### src/rtl/adder_pkg.sv
// Shared types and defaults for the adder_tree front end (line_feeder).
package adder_pkg;

  localparam int DEFAULT_PIXEL_SIZE = 8;
  localparam int DEFAULT_LINE_SIZE  = 16;

  typedef enum logic [1:0] {FILL, WAIT, OUT} feeder_state_t;

  // Width of a full line sum: one product width plus enough carry bits for LINE_SIZE terms.
  function automatic int sum_w(input int line_size, input int pixel_size);
    return $clog2(line_size) + 2 * pixel_size;
  endfunction

endpackage

### src/rtl/line_feeder.sv
// Packs a serial product stream into one adder_tree line, waits out the tree latency, then hands the sum downstream.
// Optional LINE_FEEDER_ZERO_PAD_EN: pix_last closes a line early and zero-fills the remaining slots.
module line_feeder
  import adder_pkg::*;
#(
  parameter int PIXEL_SIZE   = DEFAULT_PIXEL_SIZE,
  parameter int LINE_SIZE    = DEFAULT_LINE_SIZE,
  parameter int TREE_LATENCY = $clog2(LINE_SIZE),
  localparam int SUM_W       = sum_w(LINE_SIZE, PIXEL_SIZE),
  localparam int PW          = 2 * PIXEL_SIZE
) (
  input  logic                      CLK,
  input  logic                      RST,
  input  logic [PW-1:0]             pix_in,
  input  logic                      pix_valid,
  input  logic                      pix_last,
  output logic                      pix_ready,
  output logic [PW*LINE_SIZE-1:0]   line_out,
  input  logic [SUM_W-1:0]          line_sum_in,
  output logic [SUM_W-1:0]          sum_out,
  output logic                      sum_valid,
  input  logic                      sum_ready,
  output logic [15:0]               line_cnt
);

  localparam int IDX_W = $clog2(LINE_SIZE);
  localparam int CNT_W = $clog2(TREE_LATENCY + 2);

  feeder_state_t            state, next_state;
  logic [IDX_W-1:0]         idx;
  logic [CNT_W-1:0]         wait_cnt;
  logic [PW*LINE_SIZE-1:0]  line_next;
  logic                     xfer, end_line, pad_line, wait_done, sum_hs;

  assign xfer      = (state == FILL) && pix_valid;
  assign wait_done = (state == WAIT) && (wait_cnt == '0);
  assign sum_hs    = (state == OUT) && sum_valid && sum_ready;

`ifdef LINE_FEEDER_ZERO_PAD_EN
  assign pad_line = xfer && pix_last;
`else
  logic unused_pix_last;
  assign unused_pix_last = pix_last;
  assign pad_line        = 1'b0;
`endif

  assign end_line = (xfer && (idx == IDX_W'(LINE_SIZE - 1))) || pad_line;

  always_comb begin
    next_state = state;
    pix_ready  = 1'b0;
    case (state)
      FILL: begin
        pix_ready = 1'b1;
        if (end_line) next_state = WAIT;
      end
      WAIT: if (wait_done) next_state = OUT;
      OUT:  if (sum_hs) next_state = FILL;
      default: next_state = FILL;
    endcase
  end

  // Slot write; on an early end every slot above the written one is cleared in the same edge.
  always_comb begin
    line_next = line_out;
    if (xfer) begin
      for (int s = 0; s < LINE_SIZE; s++) begin
        if (s == int'(idx))
          line_next[s*PW +: PW] = pix_in;
        else if (pad_line && (s > int'(idx)))
          line_next[s*PW +: PW] = '0;
      end
    end
  end

  always_ff @(posedge CLK or posedge RST) begin
    if (RST) begin
      state     <= FILL;
      idx       <= '0;
      wait_cnt  <= '0;
      line_out  <= '0;
      sum_out   <= '0;
      sum_valid <= 1'b0;
      line_cnt  <= '0;
    end else begin
      state    <= next_state;
      line_out <= line_next;
      if (xfer)
        idx <= end_line ? '0 : idx + 1'b1;
      if (end_line)
        wait_cnt <= CNT_W'(TREE_LATENCY);
      else if ((state == WAIT) && (wait_cnt != '0))
        wait_cnt <= wait_cnt - 1'b1;
      if (wait_done) begin
        sum_out   <= line_sum_in;
        sum_valid <= 1'b1;
      end
      if (sum_hs) begin
        sum_valid <= 1'b0;
        line_cnt  <= line_cnt + 16'd1;
      end
    end
  end

endmodule

### config.mk
export PLATFORM = sky130hd
export DESIGN_NAME = line_feeder
export DESIGN_NICKNAME = d
export VERILOG_FILES = /design/src/rtl/adder_pkg.sv /design/src/rtl/line_feeder.sv
export SDC_FILE = /design/constraint.sdc
export NUM_CORES = 1
export LEC_CHECK = 0
export ABC_CLOCK_PERIOD_IN_PS = 8400
export BUFFER_PORTS_ARGS = -buffer_cell sky130_fd_sc_hd__buf_2
export CORE_MARGIN = 8
export CORE_UTILIZATION = 47
export CTS_CLUSTER_DIAMETER = 200
export DETAILED_ROUTE_END_ITERATION = 8
export PLACE_DENSITY = 0.87
export SYNTH_ARGS = -nofsm -noshare
export SYNTH_HDL_FRONTEND = slang
export SYNTH_SLANG_ARGS = --single-unit
### constraint.sdc
create_clock -name CLK -period 8.4 [get_ports CLK]
set_input_delay 0.84 -clock CLK [delete_from_list [all_inputs] [get_ports CLK]]
set_output_delay 0.84 -clock CLK [all_outputs]
set_load 0.03 [all_outputs]
==> results of run 1 <==
## layer usage
metal	share of wire, %	global-route usage, %
met1	39	23.3
met4	2.4	5.66
met5	0	0
met3	9.2	7.29
met2	49	33.8
## cells in the final DEF, fill, tap and decap left out, types with 3 or more instances in the layout
| master | Yosys | layout |
|---|---|---|
| nand2b_1 | 4 | 4 |
| and4_1 | 3 | 3 |
| mux2_2 | 276 | 276 |
| clkbuf_1 | 16 | 4 |
| nand3_2 | 4 | 4 |
| nand4_1 | 5 | 5 |
| clkinvlp_4 | 0 | 4 |
| ha_1 | 7 | 7 |
| clkinv_2 | 0 | 7 |
| nor2_1 | 8 | 8 |
| clkbuf_8 | 0 | 6 |
| nand2_1 | 15 | 15 |
| inv_1 | 9 | 8 |
| clkbuf_16 | 0 | 31 |
| nor3_1 | 6 | 5 |
| dfrtp_1 | 302 | 302 |
| xor2_1 | 9 | 9 |
| nand3_1 | 5 | 5 |
| buf_2 | 12 | 333 |
| bufinv_16 | 0 | 3 |
| nand3_4 | 5 | 5 |
| xnor2_1 | 9 | 9 |
| o21ai_0 | 3 | 3 |
## area by class of cell
cell class                 count  area [um2]  area share [%]
sequential                   302        7560            51.6
multi-input combinational    379        3910            26.7
timing repair buffer         336        1700            11.6
clock buffer                  41         873            5.96
tap                          330         413            2.82
clock inverter                15         165            1.13
inverter                       9        37.5           0.256
## registers in the layout, indices dropped and copies added, names as in the netlist
register,flops
idx,4
sum_valid,1
sum_out,20
line_out,256
state,2
line_cnt,16
wait_cnt,3
## final timing paths
path,startpoint,cells past startpoint,to,slack [ns]
max,state[1],3,line_out[249],5.47
min,line_out[205],1,line_out[205],0.48
max reg2reg,state[1],3,line_out[249],5.47
min reg2reg,line_out[205],1,line_out[205],0.48
max in group asynchronous,RST,3,line_out[217],6.37
min in group asynchronous,RST,2,line_out[18],0.53
## report_power, final
group	switching [mW]	internal, mW	total, mW
clock network	0.559	0.820	1.38
logic	2.07	1.04	3.10
registers	0.365	2.12	2.48
## cell families (layout without fill, tap and decap cells)
family | count (synthesis) | count (layout) | synth area share [%]
compound gates | 7 | 7 | 0.351
xor+xnor | 18 | 18 | 1.34
fa+ha+maj | 7 | 7 | 0.745
buf+inv | 51 | 401 | 2.59
flops | 302 | 302 | 64.3
mux | 277 | 277 | 26.5
simple gates | 70 | 70 | 4.20
## critical path, delay by kind of cell (launching register included)
kind | cells | cell delay (ns)
multiplexers | 1 | 0.42
flip-flops | 1 | 0.48
AND/OR/NAND/NOR | 2 | 1.89
## cell usage after synthesis, drive strengths merged
library cell / count
a21oi: 2
a31o: 1
and4: 3
buf: 26
clkbuf: 16
dfrtp: 302
ha: 7
inv: 9
mux2: 277
nand2: 15
nand2b: 4
nand3: 14
nand3b: 1
nand4: 5
nand4b: 2
nor2: 9
nor2b: 2
nor3: 8
nor3b: 2
nor4: 2
o21a: 1
o21ai: 3
or2: 1
or3: 2
xnor2: 9
xor2: 9
## stage by stage
| stage | total power [mW] | utilization, % | instances | hold slack [ns] | setup WS (ns) |
|---|---|---|---|---|---|
| after floorplan | 4.62 | - | 732 | 0.478 | 3.54 |
| after global placement | 5.52 | 54.7 | 1356 | 0.465 | 5.04 |
| after detailed placement | 5.63 | 54.7 | 1356 | 0.474 | 5.00 |
| after CTS | 7.04 | 58.9 | 1412 | 0.491 | 5.43 |
| after global routing | 7.29 | 58.9 | 1412 | 0.489 | 5.28 |
| final | 6.96 | 58.9 | 1412 | 0.485 | 5.47 |
==> results by group, run 1 <==
Worst setup path
  – CP arrival: 3.35 ns
  – Worst path slowest cell: and4_1
  – Largest stage delay, worst path: 0.97 ns
  – Critical path startpoint category: flop
  – CP Max Fanout: 21
  – CP cell instances: nor3b_4, and4_1, mux2_2
  – Worst EP required: 8.82 ns
  – Setup Crit Path Kind: flop to flop
  – CP Capture Type: flop

GRT
  – Grt total ovfl: 0
  – Largest net degree at the start of global routing: 183
  – First-pass GRT wire length: 48.2 mm
  – Vias in the first global route: 8,091
  – Overall Global Routing Usage: between 10% and 20%
  – Initial antenna violation count: 0

Clocking
  – Reg clk slew, reported paths: 0.06 ns
  – Resized Gates After CTS: 0
  – Num CTS Buffers: 30
  – Clk sink count: 302
  – Max Buffers Root-to-Sink: 3
  – H-tree level count: 1
  – CTS root buf: clkbuf_16
  – Postcts setup bufs: 0
  – CTS tree: done
  – Latest clock arrival within the worst-skew pair: approximately 0.54 ns
  – Hold buffers post-CTS: 0

Yosys
  – Syn. warnings: 0
  – Top cells by area, synth: dfrtp_1, mux2_2, buf_6
  – Avg Cell Area, Syn: ~16 um2
  – Post-Syn Nets: 780
  – Synth area leader: dfrtp_1
  – Seq/Total Area, Yosys: 64.3%
  – Synth cell types: 36
  – Post-synthesis instance total: 732
  – Mapped Area: 11,800 um2
  – Synth Register Bits: 302
  – Post-synth top area share: about 64%

Floorplan
  – Row count: 58
  – Core ar.: 24,900 um2
  – Die width: 174 um
  – Die footprint: 30,300 um2
  – Die H: about 170 um
  – Initial Utilization: 47.3%
  – IO Pins: 335

Layout
  – # nets final: 1,106
  – Antenna cells: 0
  – Area growth from synthesis to layout: 24.6%
  – Share of cells above drive strength 1: 63.2%
  – Fill cell count: 1,882
  – Fin area: 14,700 um2

STA
  – Max frequency: 341 MHz
  – RSZ-0062 raised after global routing: no
  – Worst slew pin tran: between 1 and 1.5 ns
  – # setup viols final: 0
  – Worst Skew: 0.0132 ns
  – Final Critical Period: 2.93 ns
  – Post-route clock period utilization: a little over a third
  – Setup TNS: 0 ns
  – Final Max Tran Viols: 0
  – Hold Violations, Final: 0
  – Slew HR: 27.0%

Drt
  – Via density: a little over 5
  – Wire per inst: 21.8 um
  – Detailed-route DRC error count: 0
  – Total iterations of the first detailed-routing run: 4
  – WL final: 30.8 mm
  – DR iter-0 viols: approximately 480
  – Via count: 7,298
  – Antenna Violating Nets Remaining: 0

Placed design
  – PortBufs: 333
  – GP Congestion: a little over 0.8
  – Placed Instance Area: 13,600 um2
  – Detailed Place HPWL: about 22 mm

Pwr
  – Lkg Pwr: between 7 and 8 nW
  – VDD IR-drop max: between 0.3 and 0.4 mV
  – Power per cell area: 475 nW/um2

Job
  – Max_cap viols: 0

Outcome
  – Outcome: complete, no violations

Hold path
  – HP Class: flop to flop
Power figures use the tool's default switching activity.
==> run 2, diff against run 1 <==
ABC_CLOCK_PERIOD_IN_PS = 2300   (was 8400)
clock period = 2.3 ns   (was 8.4 ns; I/O delays follow)
==> results by group, run 2 (same netlist as run 1, synthesis figures left out) <==
STA
  – Hold Violations, Final: 0
  – # setup viols final: 0
  – Final worst slack: about 0.30 ns
  – Slew HR: between 50% and 60%
  – Post-route clock period utilization: 86.8%
  – Worst Skew: 0.00975 ns
  – Setup TNS: 0 ns
  – WHS: 0.144 ns
  – Final Max Tran Viols: 0
  – Final Critical Period: ~2 ns
  – RSZ-0062 raised after global routing: no
  – Max frequency: 501 MHz
  – Worst slew pin tran: 0.617 ns

Clocking
  – Hold buffers post-CTS: 21
  – Num CTS Buffers: 30
  – Reg clk slew, reported paths: 0.06 ns
  – Resized Gates After CTS: 0
  – H-tree level count: 1
  – CTS root buf: clkbuf_16
  – Postcts setup bufs: 0
  – Clk sink count: between 300 and 400
  – Latest clock arrival within the worst-skew pair: 0.55 ns
  – Max Buffers Root-to-Sink: 3
  – CTS tree: done

Drt
  – WL met1: about 12 mm
  – Via count: 7,487
  – Wire per inst: about 22 um
  – Total iterations of the first detailed-routing run: 4
  – WL final: 31.5 mm
  – Met3 wire len: roughly 2.5 mm
  – DR top layer: met4
  – Detailed-route DRC error count: 0
  – Via density: 5.17
  – Antenna Violating Nets Remaining: 0
  – Met2 wire len: 15.7 mm
  – DR iter-0 viols: 406

Worst setup path
  – CP arrival: 2.43 ns
  – Largest stage delay, worst path: 0.48 ns
  – Worst path slowest cell: dfrtp_1
  – Worst path top cell family by delay: simple AND/OR/NAND/NOR gates
  – Crit path buffers/inverters: 1
  – Worst EP required: 2.73 ns
  – CP Max Fanout: 19
  – Setup Crit Path Kind: flop to flop
  – CP cell instances: nor3b_4, buf_12, nand3_2, mux2_2
  – CP Capture Type: flop
  – Critical path startpoint category: flop

Layout
  – Most frequent cells in the layout: buf_2, dfrtp_1, mux2_2, clkbuf_16, dlygate4sd3_1
  – Most common cell after layout, fill and taps aside: buf_2
  – Area growth from synthesis to layout: 27.5%
  – Share of cells above drive strength 1: 61.9%
  – Antenna cells: 0
  – Max reg flops: 256
  – # nets final: between 1,000 and 1,500
  – Largest regs: line_out x256, sum_out x20, line_cnt x16
  – Fin area: 15,000 um2
  – Final instance count without filler cells: around 1,400
  – Largest Register: line_out
  – Final core utilization: 60.3%

Floorplan
  – Die footprint: 30,300 um2
  – Die width: 174 um
  – IO Pins: 335
  – Initial Utilization: 47.3%
  – Row count: 58
  – Die H: 174 um
  – Core ar.: 24,900 um2

Pwr
  – Power Total: 25.4 mW
  – VDD IR-drop max: ~0.93 mV
  – Lkg Pwr: 7.57 nW
  – Power per cell area: 1700 nW/um2

Placed design
  – Placed Instance Area: 13,800 um2
  – PortBufs: 333
  – Placed cells: 1,372
  – GP Congestion: between 0.8 and 0.9
  – Place WS: approximately 0.33 ns
  – Detailed Place HPWL: 22.7 mm

GRT
  – Largest net degree at the start of global routing: between 100 and 150
  – Initial antenna violation count: 0
  – Grt total ovfl: 0
  – First-pass GRT wire length: 49.1 mm
  – Vias in the first global route: between 8,000 and 9,000
  – Overall Global Routing Usage: 20.3%

Outcome
  – Outcome: complete, no violations

Job
  – Max_cap viols: 0

Hold path
  – HP Class: input pin to flop
[run 2: cell count changes in the layout (fill, tap and decap cells not counted)]
cell and delta:
buf_4 +12, clkinv_2 -4, clkbuf_1 +7, inv_6 +1, clkinvlp_4 -3, buf_12 +4
clkinv_4 -2, clkbuf_8 -1, dlygate4sd3_1 +21
[run 2: routing by layer]
layer,up-vias,global-route usage (%)
li1,3296,-
met2,295,35.6
met4,0,5.95
met5,-,0
met1,3844,23.8
met3,52,5.94
[run 2: cell type report]
| cell class | count | area (um2) |
|---|---|---|
| fillers | 1880 | 9890 |
| flip-flops and latches | 302 | 7560 |
| multi-input cells | 379 | 3910 |
| repair buffers | 373 | 2080 |
| clock buffers | 47 | 886 |
| well taps | 330 | 413 |
| clock inverters | 7 | 114 |
| inverters | 9 | 37.5 |
[run 2: final timing paths]
| check | from | endpoint | slack [ns] | depth (start not counted) |
|---|---|---|---|---|
| setup / recovery | state[1] | line_out[54] | 0.30 | 4 |
| hold / removal | sum_ready | state[1] | 0.14 | 3 |
| setup reg to reg | state[1] | line_out[54] | 0.30 | 4 |
| hold reg to reg | line_cnt[15] | line_cnt[15] | 0.48 | 1 |
| max in group asynchronous | RST | line_out[1] | 1.34 | 4 |
| min in group asynchronous | RST | line_out[145] | 0.36 | 4 |
[run 2: worst register-to-register path, delay by kind of cell (launching register included)]
family	cells	cell delay (ns)
buffers and inverters	1	0.20
AND/OR/NAND/NOR	2	0.73
flip-flops	1	0.48
multiplexers	1	0.47
[run 2: where the power goes]
part	switching [mW]	total [mW]	leakage [nW]	internal (mW)
Sequential	1.39	9.12	3.80	7.73
Combinational	7.53	11.4	3.28	3.87
Clock	1.96	4.93	0.490	2.96
Total	10.9	25.4	7.57	14.6
